## config.mk

```make
export PLATFORM = sky130hd
export DESIGN_NAME = cpu_host_loader_flat
export DESIGN_NICKNAME = d
export VERILOG_FILES = /design/src/rtl/cpu_host_loader_if.sv /design/src/rtl/cpu_host_loader.sv /design/src/flat_wrapper.sv
export SDC_FILE = /design/constraint.sdc
export NUM_CORES = 1
export LEC_CHECK = 0
export ABC_AREA = 1
export CAP_MARGIN = 20
export CORE_UTILIZATION = 49
export CTS_BUF_LIST = sky130_fd_sc_hd__clkbuf_16
export DETAILED_ROUTE_END_ITERATION = 10
export PLACE_DENSITY = 0.89
export SYNTH_ARGS = -nofsm -noshare
export SYNTH_HDL_FRONTEND = slang
export SYNTH_SLANG_ARGS = --single-unit
```

## constraint.sdc

```tcl
create_clock -name clk -period 2.21 [get_ports clk]
set_input_delay 0.442 -clock clk [delete_from_list [all_inputs] [get_ports clk]]
set_output_delay 0.442 -clock clk [all_outputs]
set_load 0.02 [all_outputs]
```

## src/rtl/cpu_host_loader_if.sv

```systemverilog
// Host byte streams, cpu IMEM/DMEM external ports and the cpu run enable.
// The loader takes the master view; the host/memory side takes the slave view.
interface cpu_host_loader_if;
    logic [7:0]  rx_data;
    logic        rx_valid;
    logic        rx_ready;
    logic [7:0]  tx_data;
    logic        tx_valid;
    logic        tx_ready;
    logic        enable;
    logic [63:0] addr_ext;
    logic        wen_ext;
    logic        ren_ext;
    logic [31:0] wdata_ext;
    logic [31:0] rdata_ext;
    logic [63:0] addr_ext_2;
    logic        wen_ext_2;
    logic        ren_ext_2;
    logic [63:0] wdata_ext_2;
    logic [63:0] rdata_ext_2;

    modport master (
        input  rx_data, rx_valid, tx_ready, rdata_ext, rdata_ext_2,
        output rx_ready, tx_data, tx_valid, enable,
               addr_ext, wen_ext, ren_ext, wdata_ext,
               addr_ext_2, wen_ext_2, ren_ext_2, wdata_ext_2
    );

    modport slave (
        output rx_data, rx_valid, tx_ready, rdata_ext, rdata_ext_2,
        input  rx_ready, tx_data, tx_valid, enable,
               addr_ext, wen_ext, ren_ext, wdata_ext,
               addr_ext_2, wen_ext_2, ren_ext_2, wdata_ext_2
    );
endinterface

```

## src/rtl/cpu_host_loader.sv

```systemverilog
// Host command decoder driving the cpu IMEM/DMEM external ports and run enable.
// Commands and responses are little-endian byte streams with valid/ready handshakes.
module cpu_host_loader #(
    parameter int         RD_LAT   = 1,
    parameter logic [7:0] ACK_BYTE = 8'hA5,
    parameter logic [7:0] ERR_BYTE = 8'hEE
) (
    input logic               clk,
    input logic               arst_n,
    cpu_host_loader_if.master bus
);
    localparam logic [3:0] WAIT_INIT = 4'(RD_LAT - 1);

    typedef enum logic [2:0] {
        IDLE, GET_ADDR, GET_DATA, WRITE, RD_REQ, RD_WAIT, SEND, RESP
    } state_t;

    state_t      state;
    logic [7:0]  opcode;
    logic [15:0] addr_buf;
    logic [55:0] data_buf;
    logic [55:0] tx_shift;
    logic [2:0]  byte_cnt;
    logic [3:0]  wait_cnt;
    logic        rx_fire;
    logic        tx_fire;
    logic        op_dmem;
    logic        op_write;
    logic        last_byte;

    assign rx_fire   = bus.rx_valid && bus.rx_ready;
    assign tx_fire   = bus.tx_valid && bus.tx_ready;
    assign op_dmem   = (opcode == 8'h02) || (opcode == 8'h04);
    assign op_write  = (opcode == 8'h01) || (opcode == 8'h02);
    assign last_byte = (byte_cnt == (op_dmem ? 3'd7 : 3'd3));

    always_ff @(posedge clk or negedge arst_n) begin
        if (!arst_n) begin
            state           <= IDLE;
            opcode          <= '0;
            addr_buf        <= '0;
            data_buf        <= '0;
            tx_shift        <= '0;
            byte_cnt        <= '0;
            wait_cnt        <= '0;
            bus.rx_ready    <= 1'b0;
            bus.tx_data     <= '0;
            bus.tx_valid    <= 1'b0;
            bus.enable      <= 1'b0;
            bus.addr_ext    <= '0;
            bus.wen_ext     <= 1'b0;
            bus.ren_ext     <= 1'b0;
            bus.wdata_ext   <= '0;
            bus.addr_ext_2  <= '0;
            bus.wen_ext_2   <= 1'b0;
            bus.ren_ext_2   <= 1'b0;
            bus.wdata_ext_2 <= '0;
        end else begin
            // Strobes are single-cycle: only the transition into WRITE/RD_REQ raises them.
            bus.wen_ext   <= 1'b0;
            bus.wen_ext_2 <= 1'b0;
            bus.ren_ext   <= 1'b0;
            bus.ren_ext_2 <= 1'b0;

            case (state)
                IDLE: begin
                    bus.rx_ready <= 1'b1;
                    if (rx_fire) begin
                        opcode   <= bus.rx_data;
                        byte_cnt <= '0;
                        case (bus.rx_data)
                            8'h01, 8'h02, 8'h03, 8'h04: state <= GET_ADDR;
                            8'h05, 8'h06: begin
                                bus.enable   <= (bus.rx_data == 8'h05);
                                bus.rx_ready <= 1'b0;
                                bus.tx_data  <= ACK_BYTE;
                                bus.tx_valid <= 1'b1;
                                state        <= RESP;
                            end
                            default: begin
                                bus.rx_ready <= 1'b0;
                                bus.tx_data  <= ERR_BYTE;
                                bus.tx_valid <= 1'b1;
                                state        <= RESP;
                            end
                        endcase
                    end
                end

                GET_ADDR: begin
                    if (rx_fire) begin
                        if (!byte_cnt[0]) begin
                            addr_buf[7:0] <= bus.rx_data;
                            byte_cnt      <= 3'd1;
                        end else begin
                            addr_buf[15:8] <= bus.rx_data;
                            byte_cnt       <= '0;
                            if (op_write) begin
                                state <= GET_DATA;
                            end else begin
                                bus.rx_ready <= 1'b0;
                                state        <= RD_REQ;
                                if (op_dmem) begin
                                    bus.addr_ext_2 <= {48'b0, bus.rx_data, addr_buf[7:0]};
                                    bus.ren_ext_2  <= 1'b1;
                                end else begin
                                    bus.addr_ext <= {48'b0, bus.rx_data, addr_buf[7:0]};
                                    bus.ren_ext  <= 1'b1;
                                end
                            end
                        end
                    end
                end

                // Data bytes shift in from the top so the final byte completes the word in place.
                GET_DATA: begin
                    if (rx_fire) begin
                        if (last_byte) begin
                            bus.rx_ready <= 1'b0;
                            byte_cnt     <= '0;
                            state        <= WRITE;
                            if (op_dmem) begin
                                bus.addr_ext_2  <= {48'b0, addr_buf};
                                bus.wdata_ext_2 <= {bus.rx_data, data_buf};
                                bus.wen_ext_2   <= 1'b1;
                            end else begin
                                bus.addr_ext  <= {48'b0, addr_buf};
                                bus.wdata_ext <= {bus.rx_data, data_buf[55:32]};
                                bus.wen_ext   <= 1'b1;
                            end
                        end else begin
                            data_buf <= {bus.rx_data, data_buf[55:8]};
                            byte_cnt <= byte_cnt + 3'd1;
                        end
                    end
                end

                WRITE: begin
                    bus.tx_data  <= ACK_BYTE;
                    bus.tx_valid <= 1'b1;
                    state        <= RESP;
                end

                RD_REQ: begin
                    wait_cnt <= WAIT_INIT;
                    state    <= RD_WAIT;
                end

                RD_WAIT: begin
                    if (wait_cnt == 4'd0) begin
                        if (op_dmem) begin
                            bus.tx_data <= bus.rdata_ext_2[7:0];
                            tx_shift    <= bus.rdata_ext_2[63:8];
                        end else begin
                            bus.tx_data <= bus.rdata_ext[7:0];
                            tx_shift    <= {32'b0, bus.rdata_ext[31:8]};
                        end
                        bus.tx_valid <= 1'b1;
                        byte_cnt     <= '0;
                        state        <= SEND;
                    end else begin
                        wait_cnt <= wait_cnt - 4'd1;
                    end
                end

                SEND: begin
                    if (tx_fire) begin
                        if (last_byte) begin
                            bus.tx_valid <= 1'b0;
                            bus.rx_ready <= 1'b1;
                            state        <= IDLE;
                        end else begin
                            bus.tx_data <= tx_shift[7:0];
                            tx_shift    <= {8'h00, tx_shift[55:8]};
                            byte_cnt    <= byte_cnt + 3'd1;
                        end
                    end
                end

                RESP: begin
                    if (tx_fire) begin
                        bus.tx_valid <= 1'b0;
                        bus.rx_ready <= 1'b1;
                        state        <= IDLE;
                    end
                end

                default: state <= IDLE;
            endcase
        end
    end
endmodule

```

## src/flat_wrapper.sv

```systemverilog
// flat-port wrapper written by rule: the top's interface ports become plain ports
module cpu_host_loader_flat 
#(
    parameter int         RD_LAT   = 1,
    parameter logic [7:0] ACK_BYTE = 8'hA5,
    parameter logic [7:0] ERR_BYTE = 8'hEE
)
  (clk, arst_n, bus_rx_data, bus_rx_valid, bus_tx_ready, bus_rdata_ext, bus_rdata_ext_2, bus_rx_ready, bus_tx_data, bus_tx_valid, bus_enable, bus_addr_ext, bus_wen_ext, bus_ren_ext, bus_wdata_ext, bus_addr_ext_2, bus_wen_ext_2, bus_ren_ext_2, bus_wdata_ext_2);
  cpu_host_loader_if bus_i ();
  input logic clk;
  input logic arst_n;
  input wire logic [$bits(bus_i.rx_data)-1:0] bus_rx_data;
  input wire logic [$bits(bus_i.rx_valid)-1:0] bus_rx_valid;
  input wire logic [$bits(bus_i.tx_ready)-1:0] bus_tx_ready;
  input wire logic [$bits(bus_i.rdata_ext)-1:0] bus_rdata_ext;
  input wire logic [$bits(bus_i.rdata_ext_2)-1:0] bus_rdata_ext_2;
  output wire logic [$bits(bus_i.rx_ready)-1:0] bus_rx_ready;
  output wire logic [$bits(bus_i.tx_data)-1:0] bus_tx_data;
  output wire logic [$bits(bus_i.tx_valid)-1:0] bus_tx_valid;
  output wire logic [$bits(bus_i.enable)-1:0] bus_enable;
  output wire logic [$bits(bus_i.addr_ext)-1:0] bus_addr_ext;
  output wire logic [$bits(bus_i.wen_ext)-1:0] bus_wen_ext;
  output wire logic [$bits(bus_i.ren_ext)-1:0] bus_ren_ext;
  output wire logic [$bits(bus_i.wdata_ext)-1:0] bus_wdata_ext;
  output wire logic [$bits(bus_i.addr_ext_2)-1:0] bus_addr_ext_2;
  output wire logic [$bits(bus_i.wen_ext_2)-1:0] bus_wen_ext_2;
  output wire logic [$bits(bus_i.ren_ext_2)-1:0] bus_ren_ext_2;
  output wire logic [$bits(bus_i.wdata_ext_2)-1:0] bus_wdata_ext_2;
  assign bus_i.rx_data = bus_rx_data;
  assign bus_i.rx_valid = bus_rx_valid;
  assign bus_i.tx_ready = bus_tx_ready;
  assign bus_i.rdata_ext = bus_rdata_ext;
  assign bus_i.rdata_ext_2 = bus_rdata_ext_2;
  assign bus_rx_ready = bus_i.rx_ready;
  assign bus_tx_data = bus_i.tx_data;
  assign bus_tx_valid = bus_i.tx_valid;
  assign bus_enable = bus_i.enable;
  assign bus_addr_ext = bus_i.addr_ext;
  assign bus_wen_ext = bus_i.wen_ext;
  assign bus_ren_ext = bus_i.ren_ext;
  assign bus_wdata_ext = bus_i.wdata_ext;
  assign bus_addr_ext_2 = bus_i.addr_ext_2;
  assign bus_wen_ext_2 = bus_i.wen_ext_2;
  assign bus_ren_ext_2 = bus_i.ren_ext_2;
  assign bus_wdata_ext_2 = bus_i.wdata_ext_2;
  cpu_host_loader #(.RD_LAT(RD_LAT), .ACK_BYTE(ACK_BYTE), .ERR_BYTE(ERR_BYTE)) u_core (.clk(clk), .arst_n(arst_n), .bus(bus_i));
endmodule
```

# Word-level counts from Yosys, hierarchy flattened
# Index checks and enable logic that the tools add are counted.
# word_totals
output_inout_bits,239
word_cells,175
input_bits,108
register_bits,385
# op_classes
reduce_logical,31
bitwise,3
addsub,2
eq_ne,34
muxes,85
# ops
cell,n
two-way mux 64 bit,14
case mux 64 bit (2 select lines),2
two-way mux 56 bit,4
case mux 56 bit (2 select lines),1
two-way mux 3 bit,19
two-way mux 8 bit,5
"equality test 8 x 3 -> 1 bit, second input constant",4
two-way mux 1 bit,32
case mux 8 bit (4 select lines),1
"equality test 8 x 2 -> 1 bit, second input constant",3
case mux 3 bit (8 select lines),1
"inequality test 2 x 1 -> 1 bit, second input constant",11
AND reduction 9 bit,2
"equality test 8 x 1 -> 1 bit, second input constant",2
case mux 8 bit (2 select lines),1
AND reduction 8 bit,2
case mux 3 bit (5 select lines),1
nonzero test 5 bit,3
AND reduction 7 bit,2
"equality test 3 bit, second input constant",4
"inequality test 2 bit, second input constant",6
AND reduction 3 bit,4
AND reduction 4 bit,3
case mux 1 bit (5 select lines),2
other kinds (18),26

# Depth between registers and ports, before layout
# logic_depth
depth_word,7
ltp_mapped,13
mapped_depth_nobuf,12

# Worst setup path before layout
# OpenSTA, ideal clock, no wires.
# synth_path
kind,reg2reg
from,register u_core.opcode[4]
to,register u_core.bus.addr_ext_2[10] in the netlist's numbering
stages_incl_launch_ff,14
arrival_time_ns,1.593
slack_ns,0.500
n_path_buf,1
period_less_slack_ns,1.710
setup_ns,0.117
required_ns,2.093
path_cell_list,dfrtp_1 inv_1 nand2_1 nor2_2 nand3_2 nand2_2 nand3_2 nand2_2 nand2_2 inv_2 nand2_2 buf_6 nand2_1 nand2_1
# synth_via
elab_chain_len,6
word_cells_on_any_way,12
cone_classes,eq/ne (8); mux (1); reduce/logical (3)
# synth_lines
item,line_no,source
from (decl),cpu_host_loader.sv:19,logic [7:0] opcode;
from (signal assigned),cpu_host_loader.sv:69,opcode <= bus.rx_data;
equality test 8 x 2 -> 1 bit / equality test 8 x 3 -> 1 bit (equally long branches),"cpu_host_loader.sv:33, cpu_host_loader.sv:34",
logical OR 1 bit,cpu_host_loader.sv:33,assign op_dmem = (opcode == 8'h02) || (opcode == 8'h04);
two-way mux 3 bit,cpu_host_loader.sv:35,assign last_byte = (byte_cnt == (op_dmem ? 3'd7 : 3'd3));
equality test 3 bit,cpu_host_loader.sv:35,
inequality test 2 x 1 -> 1 bit (no line),--,
AND reduction 8 bit (no line) *,--,
to (signal assigned),cpu_host_loader.sv:104,"bus.addr_ext_2 <= {48'b0, bus.rx_data, addr_buf[7:0]};"
to (signal assigned),cpu_host_loader.sv:123,"bus.addr_ext_2 <= {48'b0, addr_buf};"
to (decl),cpu_host_loader_if.sv:26,"addr_ext_2, wen_ext_2, ren_ext_2, wdata_ext_2"
# Mark *: on every way between the ends. The rest lies on a longest branch, timed or not.
# A chain may end at the register's enable or synchronous reset.

# Final worst setup path
# layout_path
from,register u_core.bus.tx_valid
to,output port bus_tx_valid
# layout_rtl
item,line_no,source
from (decl),cpu_host_loader_if.sv:24,"output rx_ready, tx_data, tx_valid, enable,"
from (signal assigned),cpu_host_loader.sv:48,bus.tx_valid <= 1'b0;
from (signal assigned),cpu_host_loader.sv:77,bus.tx_valid <= 1'b1;
from (signal assigned),cpu_host_loader.sv:83,bus.tx_valid <= 1'b1;
to (decl),flat_wrapper.sv:19,output wire logic [$bits(bus_i.tx_valid)-1:0] bus_tx_valid;
# No word-level cell between the ends.

==> flow_metrics.tcl <==
set metrics [dict create \
    insertion_delay_ns 0.54 \
    nets 1904 \
    ys_ff_latch 289 \
    cts_max_path_buffers 3 \
    cts-root-buf "clkbuf_16" \
    synth_cells 1544 \
    die_area_um2 27500 \
    setup_tns_ns 0 \
    seqPwrFrac 0.506 \
    die_x_um 166 \
    cts.sink_count 289 \
    numPortBuffers 250 \
    min-delay-path-class "input port to async pin" \
    cp_max_fo 3 \
    p_per_area_nw_per_um2 625 \
    total_power_mw 10.5 \
    initial_core_util 0.502 \
    async_flop_share 1.00 \
    finalCriticalPeriod_ns 2.04 \
    slew_viol_final 0 \
    h-tree-depth 1 \
    final.period_utilization 0.925 \
    hpwl_mm 23.4 \
    critPathSlowestCell "clkdlybuf4s50_1" \
    route.detailed.drc 24 \
    grt_max_degree 113 \
    p_comb_frac 0.052 \
    ys_warn_count 0 \
    drive_gt1_frac 0.0650 \
    synth_edf_count 0 \
    cp-end-kind "primary output" \
    diodes 0 \
    finalWirelength_mm 33.2 \
    rsz0062_at_grt "false" \
    cts_setup_buffers 0 \
    cts_buffers 29 \
    core_um2 26200 \
    power_switching_mw 2.35 \
    max_clock_freq_mhz 489 \
    ant_nets 0 \
    critical-path-max-stage-delay_ns 0.64 \
    pwr-share-clk 0.442 \
    seqCellArea_um2 7230 \
    pin_count 347 \
    ys_seq_area_frac 0.550 \
    failed_checks "DRC" \
    cts_tree "done" \
    fin_worst_skew_ns 0.0216 \
    fill_cells 2044 \
    switching_share 0.224 \
    multi_input_area_um2 4730 \
    ys_types 38 \
    synth_area_per_cell_um2 8.52 \
    p_leak_nw 8.04 \
    row_count 59 \
    run_status "complete, but fails checks" \
    maxCapViolCount 0 \
    grt_usage 0.242 \
    vdd_ir_drop_max_mv 0.491 \
    critPathArrivalTime_ns 1.60 \
    drtIter0Drc 965 \
    grt_pass1_wl_mm 54.5 \
    area_delta_synth_final_pct 27.1 \
    worstSetupPathType "flop to primary output" \
    p_int_mw 8.11 \
    die_h_um 166 \
    hold_viol_final 0 \
    path_cells "clkdlybuf4s50_1" \
    num_vias 11000 \
    start_kind "flop" \
    path_clk_slew_ns 0.07 \
    grt_pass1_vias 10800 \
    first_pass_iters 10 \
    grt-ovfl-total 0 \
    gp_congestion 0.907 \
    wire_per_inst_um 15.5 \
    path_delay_family "buffers and inverters" \
    netlist_area_um2 13200 \
    via_per_inst 5.13 \
    required_ns 1.77 \
    setup-violations-final 0 \
    antenna_found_initial 0 \
    crit_buf_inv 1 \
    ys.flop_type "dfrtp_1" \
]
[logic make-up (layout without fill, tap and decap cells)]
family          count (synthesis)  after routing  share of synthesized area
simple gates                  669            669                      0.206
compound gates                290            290                      0.119
buf+inv                       290            465                      0.120
flops                         289            289                      0.550
fa+ha+maj                       3              3                    0.00285
xor+xnor                        2              2                    0.00133
other cells                     1             96                   0.000285
[cells in the mapped netlist (all sizes together), types with 3 or more instances]
| cell type | count | area share |
|---|---|---|
| nand4 | 7 | 0.0056 |
| nand2 | 516 | 0.15 |
| nor3 | 7 | 0.0044 |
| a21oi | 34 | 0.014 |
| o21ai | 211 | 0.081 |
| o21bai | 4 | 0.0023 |
| dfrtp | 289 | 0.55 |
| a31oi | 25 | 0.012 |
| ha | 3 | 0.0029 |
| buf | 148 | 0.080 |
| inv | 119 | 0.034 |
| a22o | 10 | 0.0067 |
| clkbuf | 21 | 0.0062 |
| nand3 | 49 | 0.021 |
| nor2 | 88 | 0.026 |
[layout make-up]
type | instances | share of cell area
Sequential cell | 289 | 0.432
Inverter | 121 | 0.0274
Timing Repair Buffer | 292 | 0.179
Tap cell | 335 | 0.0251
Clock inverter | 23 | 0.00950
Clock buffer | 29 | 0.0434
Multi-Input combinational cell | 1060 | 0.283
[flip-flops by register name, summed over array words and instances (netlist names), 3 cells and up]
name and count:
u_core.bus.wdata_ext_2 64, u_core.data_buf 56, u_core.tx_shift 56, u_core.bus.wdata_ext 32, u_core.addr_buf 16, u_core.bus.addr_ext 16, u_core.bus.addr_ext_2 16, u_core.bus.tx_data 8
u_core.opcode 8, u_core.wait_cnt 4, u_core.byte_cnt 3, u_core.state 3
[power by group through the flow]
stage | clock, mW | combinational (mW) | sequential (mW)
2_1_floorplan | 0 | 0.322 | 5.39
3_3_place_gp | 0 | 0.544 | 5.39
3_5_place_dp | 0 | 0.548 | 5.39
4_1_cts | 4.70 | 0.551 | 5.29
5_1_grt | 4.93 | 0.597 | 5.29
6_report | 4.62 | 0.548 | 5.29
[worst paths after layout]
check	depth (start not counted)	to	startpoint	slack (ns)
hold / removal	2	u_core.bus.wdata_ext[8]$_DFFE_PN0P_	arst_n	0.45
hold reg to reg	2	u_core.bus.wdata_ext_2[0]$_DFFE_PN0P_	u_core.data_buf[0]$_DFFE_PN0P_	0.47
setup reg to reg	9	u_core.data_buf[18]$_DFFE_PN0P_	u_core.opcode[4]$_DFFE_PN0P_	0.20
setup / recovery	1	bus_tx_valid	u_core.bus.tx_valid$_DFFE_PN0P_	0.17
min in group clk	2	u_core.bus.wdata_ext_2[0]$_DFFE_PN0P_	u_core.data_buf[0]$_DFFE_PN0P_	0.47
max in group asynchronous	3	u_core.tx_shift[27]$_DFFE_PN0P_	arst_n	1.07
[layout by cell type (no fill, tap or decap), types with 14 or more instances in the layout]
master           netlist  final
a21oi_1               33     33
a31oi_1               25     25
buf_12                 0     14
buf_4                105     27
clkbuf_16              0     29
clkdlybuf4s50_1        0    249
conb_1                 1     96
dfrtp_1              289    289
inv_1                113    118
nand2_1              510    510
nand3_1               44     44
nor2_1                81     79
o21ai_0              170    169
o21ai_1               38     39
[through the flow]
step / utilization / hold slack [ns] / setup slack [ns] / instances / area, µm²
3_5_place_dp: 0.603 / 0.410 / 0.0688 / 2096 / 15800
5_1_grt: 0.638 / 0.466 / 0.0549 / 2149 / 16700
3_3_place_gp: 0.603 / 0.404 / 0.130 / 2096 / 15800
2_1_floorplan: - / 0.146 / 0.500 / 1639 / 13500
6_report: 0.638 / 0.448 / 0.166 / 2149 / 16700
4_1_cts: 0.638 / 0.442 / 0.0585 / 2149 / 16700
[routing by layer]
metal | vias to the layer above | track usage | wire, µm
met1 | 5214 | 0.314 | 13600
met4 | 0 | 0.0788 | 978
li1 | 5213 | - | -
met3 | 84 | 0.0360 | 2370
met2 | 508 | 0.418 | 16300
met5 | - | 0 | 0
[timing repair]
action	4_1_cts	5_1_grt
gates resized for setup	0	6
setup endpoints to repair	0	23
hold endpoints to repair	50	0
hold buffers	1	0
Note: power is estimated with default switching activity, not from simulation.
